--- src/rtl/if_pkg.sv ---
// Shared types and constants for the IF-stage next-PC predictor.
package if_pkg;

  // Storage width for BTB tag/target fields; large enough for any supported WIDTH.
  localparam int unsigned PC_MAX_W = 64;

  localparam int unsigned PC_STEP = 4;

  typedef logic [1:0] ctr_t;

  localparam ctr_t CTR_RESET = 2'b01;
  localparam ctr_t CTR_ALLOC = 2'b10;

  typedef struct packed {
    logic                valid;
    logic [PC_MAX_W-1:0] tag;
    logic [PC_MAX_W-1:0] target;
    ctr_t                ctr;
  } btb_entry_t;

endpackage

--- src/rtl/sat_counter2.sv ---
// 2-bit saturating direction counter: next count from current count and outcome.
module sat_counter2
  import if_pkg::*;
(
  input  logic [1:0] ctr,
  input  logic       taken,
  output logic [1:0] ctr_next
);

  localparam ctr_t CTR_MAX = '1;
  localparam ctr_t CTR_MIN = '0;

  // Step towards strongly-taken / strongly-not-taken, holding at the ends.
  always_comb begin
    ctr_next = ctr;
    if (taken) begin
      if (ctr != CTR_MAX) ctr_next = ctr + 2'd1;
    end else begin
      if (ctr != CTR_MIN) ctr_next = ctr - 2'd1;
    end
  end

endmodule

--- src/rtl/next_pc_predictor.sv ---
// IF-stage next-PC generator with a direct-mapped BTB (2-bit counters).
// Priority: EX redirect, predicted-taken target, PC+4.
// Optional build macro BTB_STATS_EN adds lookup/redirect statistics counters.
module next_pc_predictor
  import if_pkg::*;
#(
  parameter int unsigned WIDTH   = 32,
  parameter int unsigned ENTRIES = 16
) (
  input  logic             clk,
  input  logic             reset,
  input  logic [WIDTH-1:0] pc,
  input  logic             ex_redirect,
  input  logic [WIDTH-1:0] ex_correct_pc,
  input  logic             ex_update,
  input  logic [WIDTH-1:0] ex_pc,
  input  logic             ex_taken,
  input  logic [WIDTH-1:0] ex_target,
  output logic [WIDTH-1:0] next_pc,
  output logic             pred_taken,
  output logic [WIDTH-1:0] pred_target
`ifdef BTB_STATS_EN
  ,
  output logic [31:0]      stat_lookups_taken,
  output logic [31:0]      stat_redirects
`endif
);

  localparam int unsigned IDX = $clog2(ENTRIES);

  btb_entry_t btb [ENTRIES];

  logic [IDX-1:0]      rd_idx;
  logic [IDX-1:0]      wr_idx;
  logic [PC_MAX_W-1:0] rd_tag;
  logic [PC_MAX_W-1:0] wr_tag;
  btb_entry_t          rd_entry;
  logic                rd_hit;
  logic                wr_hit;
  logic [WIDTH-1:0]    pc_plus;
  logic [1:0]          ctr_next;
  logic                unused_ok;

  // Byte-offset bits of the PCs carry no information for the BTB.
  assign unused_ok = &{1'b0, pc[1:0], ex_pc[1:0]};

  // Index/tag split of the fetch PC and of the resolving PC.
  assign rd_idx = pc[IDX+1:2];
  assign rd_tag = PC_MAX_W'(pc[WIDTH-1:IDX+2]);
  assign wr_idx = ex_pc[IDX+1:2];
  assign wr_tag = PC_MAX_W'(ex_pc[WIDTH-1:IDX+2]);

  // Zero-latency lookup; reads the pre-update contents during a write.
  always_comb begin
    rd_entry    = btb[rd_idx];
    pc_plus     = pc + WIDTH'(PC_STEP);
    rd_hit      = rd_entry.valid && (rd_entry.tag == rd_tag);
    pred_taken  = rd_hit && rd_entry.ctr[1];
    pred_target = pred_taken ? WIDTH'(rd_entry.target) : pc_plus;
    next_pc     = ex_redirect ? ex_correct_pc : pred_target;
  end

  assign wr_hit = btb[wr_idx].valid && (btb[wr_idx].tag == wr_tag);

  sat_counter2 u_ctr (
    .ctr      (btb[wr_idx].ctr),
    .taken    (ex_taken),
    .ctr_next (ctr_next)
  );

  // Table training from EX; reset clears valid bits and weakens counters.
  always_ff @(posedge clk or posedge reset) begin
    if (reset) begin
      for (int unsigned i = 0; i < ENTRIES; i++) begin
        btb[i].valid <= 1'b0;
        btb[i].ctr   <= CTR_RESET;
      end
    end else if (ex_update) begin
      if (wr_hit) begin
        btb[wr_idx].ctr <= ctr_next;
        if (ex_taken) btb[wr_idx].target <= PC_MAX_W'(ex_target);
      end else if (ex_taken) begin
        btb[wr_idx] <= '{valid: 1'b1, tag: wr_tag, target: PC_MAX_W'(ex_target), ctr: CTR_ALLOC};
      end
    end
  end

`ifdef BTB_STATS_EN
  // Free-running wrapping statistics counters.
  always_ff @(posedge clk or posedge reset) begin
    if (reset) begin
      stat_lookups_taken <= '0;
      stat_redirects     <= '0;
    end else begin
      if (pred_taken)  stat_lookups_taken <= stat_lookups_taken + 32'd1;
      if (ex_redirect) stat_redirects     <= stat_redirects + 32'd1;
    end
  end
`endif

endmodule
--- config.mk ---
export PLATFORM = sky130hd
export DESIGN_NAME = next_pc_predictor
export DESIGN_NICKNAME = d
export VERILOG_FILES = /design/src/rtl/if_pkg.sv /design/src/rtl/sat_counter2.sv /design/src/rtl/next_pc_predictor.sv
export SDC_FILE = /design/constraint.sdc
export NUM_CORES = 2
export LEC_CHECK = 0
export CAP_MARGIN = 20
export CORE_ASPECT_RATIO = 0.7
export CORE_MARGIN = 8
export CORE_UTILIZATION = 30
export DETAILED_ROUTE_END_ITERATION = 7
export GPL_ROUTABILITY_DRIVEN = 0
export SKIP_LAST_GASP = 1
export SLEW_MARGIN = 30
export SYNTH_ARGS = -nofsm -noshare
export SYNTH_HDL_FRONTEND = slang
export SYNTH_SLANG_ARGS = --single-unit
--- constraint.sdc ---
create_clock -name clk -period 8.07 [get_ports clk]
set_input_delay 0.807 -clock clk [delete_from_list [all_inputs] [get_ports clk]]
set_output_delay 0.807 -clock clk [all_outputs]
set_load 0.02 [all_outputs]
==> After elaboration in Yosys (flattened, before gate mapping) <==
Index checks and enable logic that the tools add are counted.
W data, S select, Z words.
{ "totals": {"ff_bits": 2096, "latchBits": 0, "ram_bits": 0, "rom_bits": 0, "elab_cells": 107, "mem_count": 0} }
{ "op_classes": {"add_sub_neg": 3, "n_mul": 0, "div": 0, "magnitude_cmp": 3, "eq_ne": 3, "n_shift": 0, "mux": 23, "bitwise_logic": 3, "n_reduce_logical": 8} }
{ "op_table": {"columns": ["op", "count"], "rows": [
  ["$bwmux W2096", 3],
  ["$mux W2096", 3],
  ["$demux W131 S4", 3],
  ["$bmux W131 S4", 2],
  ["$mux W131", 5],
  ["$eq A64 B26 Y1", 2],
  ["$mux W66", 1],
  ["$mux W32", 2],
  ["$add A32 B3 Y32 const B", 1],
  ["$ge A5 B5 Y1 const B", 2],
  ["$not A4 Y5", 2],
  ["$mux W2", 4],
  ["$lt A5 B1 Y1 const B", 1],
  ["$logic_and A1 B1 Y1", 4],
  ["$reduce_bool A2 Y1", 2],
  ["$reduce_and A3 Y1", 1],
  ["$add A2 B1 Y2 const B", 1],
  ["$ne A2 B2 Y1 const B", 1],
  ["$reduce_and A2 Y1", 1],
  ["$sub A2 B1 Y2 const B", 1],
  ["$not A1 Y1", 1]
]} }

==> Depth between registers and ports, before layout <==
{ "logic_depth": {"ltp_word": 11, "mapped_depth": 16, "ltp_nobuf": 9} }

==> Cells and area by module <==
From an unflattened synthesis, not the netlist that was laid out.
{ "hier_totals": {"hier_cells": 4720, "area_unflattened_um2": 54783.8} }
{ "by_module_without_submodules": {"columns": ["module", "n_inst", "cells_per_inst", "area_each_um2", "seq_area_each_um2"], "rows": [
  ["next_pc_predictor", 1, 4717, 54757.5, 29087.9],
  ["sat_counter2", 1, 3, 26.3, 0.0]
]} }

==> Worst setup path before layout <==
No wires, ideal clock.
{ "synth_path": {"path_kind": "input port to flip-flop", "startpoint": "in reset", "endpoint": "reg btb[1000] (netlist bit), enable pin", "arrival_time_ps": 18211, "required_ps": 7685, "path_slack_ps": -10526, "path_stages": 5, "path_buffers": 1, "path_cell_list": "inv_1 > nand3_1 > inv_1 > clkbuf_1 > and3_1"} }
{ "synth_via": {"elab_chain_cells": 2} }
{ "synth_lines": {"columns": ["item", "line", "text"], "rows": [
  ["start: declaration", "next_pc_predictor.sv:11", "input logic reset,"],
  ["$not A1 Y1 (no line)", null, null],
  ["$reduce_and A3 Y1 (no line)", null, null],
  ["end signal: indexed assignment", "next_pc_predictor.sv:83", "btb[wr_idx] <= '{valid: 1'b1, tag: wr_tag, target: PC_MAX_W'(ex_target), ctr: CTR_ALLOC};"],
  ["end: declaration", "next_pc_predictor.sv:31", "btb_entry_t btb [ENTRIES];"]
]} }
Every way passes these cells.
A chain may end at the register's enable or synchronous reset.

==> Worst setup path in the final report <==
{ "layout_path": {"startpoint": "in pc[2]", "endpoint": "out next_pc[26]"} }
{ "layout_via": {"elab_chain_cells": 9, "elab_cells_between_ends": 10, "classes_between": "add/sub (1); eq/ne (1); mux (5); bitwise (1); reduce/logical (2)"} }
{ "layout_lines": {"columns": ["item", "line", "text"], "rows": [
  ["start: declaration", "next_pc_predictor.sv:12", "input logic [WIDTH-1:0] pc,"],
  ["$not A4 Y5 (implied by the code)", "next_pc_predictor.sv:55", "rd_entry = btb[rd_idx];"],
  ["$bmux W131 S4", "next_pc_predictor.sv:55", null],
  ["$mux W131 (implied by the code) (2 in series)", "next_pc_predictor.sv:55", null],
  ["$eq A64 B26 Y1", "next_pc_predictor.sv:57", "rd_hit = rd_entry.valid && (rd_entry.tag == rd_tag);"],
  ["$logic_and A1 B1 Y1", "next_pc_predictor.sv:57", null],
  ["$logic_and A1 B1 Y1", "next_pc_predictor.sv:58", "pred_taken = rd_hit && rd_entry.ctr[1];"],
  ["$mux W32 *", "next_pc_predictor.sv:59", "pred_target = pred_taken ? WIDTH'(rd_entry.target) : pc_plus;"],
  ["$mux W32 *", "next_pc_predictor.sv:60", "next_pc = ex_redirect ? ex_correct_pc : pred_target;"],
  ["end: declaration", "next_pc_predictor.sv:19", "output logic [WIDTH-1:0] next_pc,"]
]} }
Mark *: on every way between the ends. The rest lies on a longest branch, timed or not. The select of a mux whose other input is x is not followed.

==> run metrics <==
status=finished clean; initial antenna violation count=30; IO Count=198; Hold-fix buffers, CTS=0; layout cell share with drive strength beyond 1=19.0%; PortBufs=195; crit-path max cell delay=630 ps; pin count of the biggest net entering global routing=187; first-pass GRT wire length=271,000 um; final setup margin=1180 ps; CP delay by family, top=buffers and inverters; Reg with most FFs=btb; core area=0.181 sq mm; 1st-pass router iterations=6; post-synthesis sequential area ratio=53.4%; crit end category=output pin; DP HPWL=115,000 um; CP bufs+invs=4; flop and latch count out of synthesis=976; Overflow after GRT=0; setup violators final=0; NumNets Final=4,276; CTS buffer count=104; area grow syn2layout=14.9%; count leader, synth=edfxtp_1; max FFs per register=976; Flop pwr share=47.6%; Crit path required time=7260 ps; CP Cell Sequence=buf_8 > buf_4 > mux4_2 > nand2_1 > and2_0 > o21a_1 > a41o_1 > or4b_2 > nor4_4 > buf_4 > mux2_2 > mux2_2 > clkdlybuf4s50_1; RSZ-0062 raised after global routing=no; PostCTS Resize Cnt=0; Hold Path Class=register to register; multi-input logic area=0.0236 sq mm; static leakage=21.0 nW; internal power=9.13 mW; Skew-Pair Late Insertion Delay=750 ps; post-layout min period=6890 ps; Max FO, Critical Path=66; Area contributors post-synth=edfxtp_1 51%, mux4_2 15%, mux2i_1 9.1%; Post-Route WL=188,000 um; Mapped Nets=4,283; Ys Warns=0; Worst IR Drop VDD=0.000187 V; wire length per cell=28.4 um; CTS sink count=976; Worst Path Class, Setup=input port to output pin; Post-Syn Area=0.0545 sq mm; Logic pwr share=10.5%; Max Cap Viol=0; full die area=0.196 sq mm; initial cell density of the core=30.1%; Max Buffers Root-to-Sink=3; Yosys cell types=80; Setup crit start kind=input port; Psw=2.98 mW; post-synthesis async set-or-reset flop share=4.92%; mean post-synth cell area=13.1 sq um; Site Rows=131; Worst EP arrival=6080 ps; Vias/cell=5.73; largest area contributor in the netlist=edfxtp_1; dpl ws=1140 ps; Routed Antenna Nets=0; residual DRC count=0; Synth Instances=4,149; post-route setup TNS=0 ps; Top Registers=btb (976); Sw Ratio=24.6%; Pwr Density=193 mW/mm^2; clock-pin slew on the worst setup and hold paths=60 ps; final hold viol count=0; clock network fraction of design power=41.9%; Root Driver=clkbuf_16; top_reg_cell synth=edfxtp_1; clk_skew=50.2 ps; post-synth top area share=51.1%; Slowest cell on crit path=or4b_2; H-tree depth=3; max-slew violation count=0; fillcell total=17,500; storage element area=0.0291 sq mm; Rel. slew slack=30.8%; Die Wd=525 um; CTS tree=built; commonest cells in the netlist=928 x edfxtp_1, 494 x mux2i_1, 426 x nor2_1; initial DRC count=5,981; Tcrit/Tclk final=85.4%; Slew @ Worst Pin=1040 ps; Die H=373 um; Post-synth EDFFs=928; post-CTS setup buffer count=0; vias in the first global route=36,800; via count=38,000; Tot GR Track Use=18.3%; Final Util=34.5%; f_max=145 MHz
## worst reg2reg max path, cell delays in order (launching register included)
cell,delay (ps)
edfxtp_1,400
mux4_2,500
mux4_2,470
nor2b_1,170
or4b_1,590
a2111oi_2,410
nand3_1,130
or4_4,830
buf_4,490
buf_4,500
and3_1,430
## layer usage
| layer | vias to the layer above | routed length [um] | share of wire, % | GRT usage [%] |
|---|---|---|---|---|
| met4 | 6 | 7450 | 4.0 | 6.84 |
| met1 | 19500 | 77600 | 41 | 26.1 |
| met5 | - | 39 | 0.021 | 0 |
| met3 | 367 | 20800 | 11 | 4.03 |
| met2 | 2250 | 82600 | 44 | 27.4 |
| li1 | 15900 | - | - | - |
## cell usage in the layout, fill, tap and decap left out, types with 10 or more instances in the layout
master           count
nand4_1             15
clkinv_1            18
diode_2             13
mux2i_1            494
edfxtp_1           928
a221oi_1            15
and3_2              10
nor3_2              11
xnor2_1             46
clkdlybuf4s50_1    187
bufinv_16           13
o21ai_0             24
mux4_2             354
clkbuf_1            24
o22a_1              16
clkinv_2            16
dfrtp_1             32
o22ai_1             34
and2_1              53
a41o_1              12
nand2_1            290
a22oi_1             23
nand3_1             55
buf_4              108
buf_12              19
nor2_1             417
clkbuf_16          108
dfstp_2             16
a21oi_1            159
nor2b_1             10
a22o_1              11
nor3_1              21
xor2_1              34
mux2_2              88
and3_1             369
inv_1               37
## layout make-up
class / count / area share (%)
Clock buffer: 139 / 4.61
Tap cell: 2394 / 4.78
Inverter: 41 / 0.260
Sequential cell: 976 / 46.5
Antenna cell: 13 / 0.0520
Clock inverter: 55 / 1.04
Multi-Input combinational cell: 2696 / 37.7
Timing Repair Buffer: 323 / 5.13
## stage by stage
stage / power [mW] / std cells / hold slack (ps) / area (sq um)
final: 12.1 / 6637 / 465 / 62600
after global routing: 12.4 / 6629 / 474 / 62600
after CTS: 12.1 / 6619 / 466 / 62500
after detailed placement: 7.12 / 6425 / 457 / 58900
after global placement: 7.10 / 6423 / 453 / 58900
after floorplan: 6.62 / 4149 / 442 / 54500
## kinds of logic after synthesis
group	Yosys count	share of synthesized area, %
AOI/OAI and AO/OA	355	4.21
xor gates and xnor gates	80	1.29
adders and majority gates	2	0.0413
buffers and inverters	477	3.71
DFF	976	53.4
muxes	939	25.6
and+or+nand+nor	1320	11.8
## power groups by stage
stage          Clock (mW)  Combinational, mW  Sequential, mW
6_report             5.07               1.27            5.77
5_1_grt              5.30               1.34            5.78
4_1_cts              5.12               1.26            5.76
3_5_place_dp            0               1.25            5.87
3_3_place_gp            0               1.24            5.86
2_1_floorplan           0              0.776            5.85
## path summary, 6_finish.rpt
kind | from | slack (ps) | endpoint | cells after the start
worst max-delay path | pc[2] | 1180 | next_pc[26] | 13
worst min-delay path | btb[1048] | 470 | btb[1048] | 2
worst max register to register | btb[615] | 2880 | btb[2040] | 10
worst min register to register | btb[1048] | 470 | btb[1048] | 2
max in group asynchronous | reset | 6910 | btb[263] | 3
min in group asynchronous | reset | 710 | btb[1047] | 3
No activity file was read; power rests on OpenSTA's default activity.
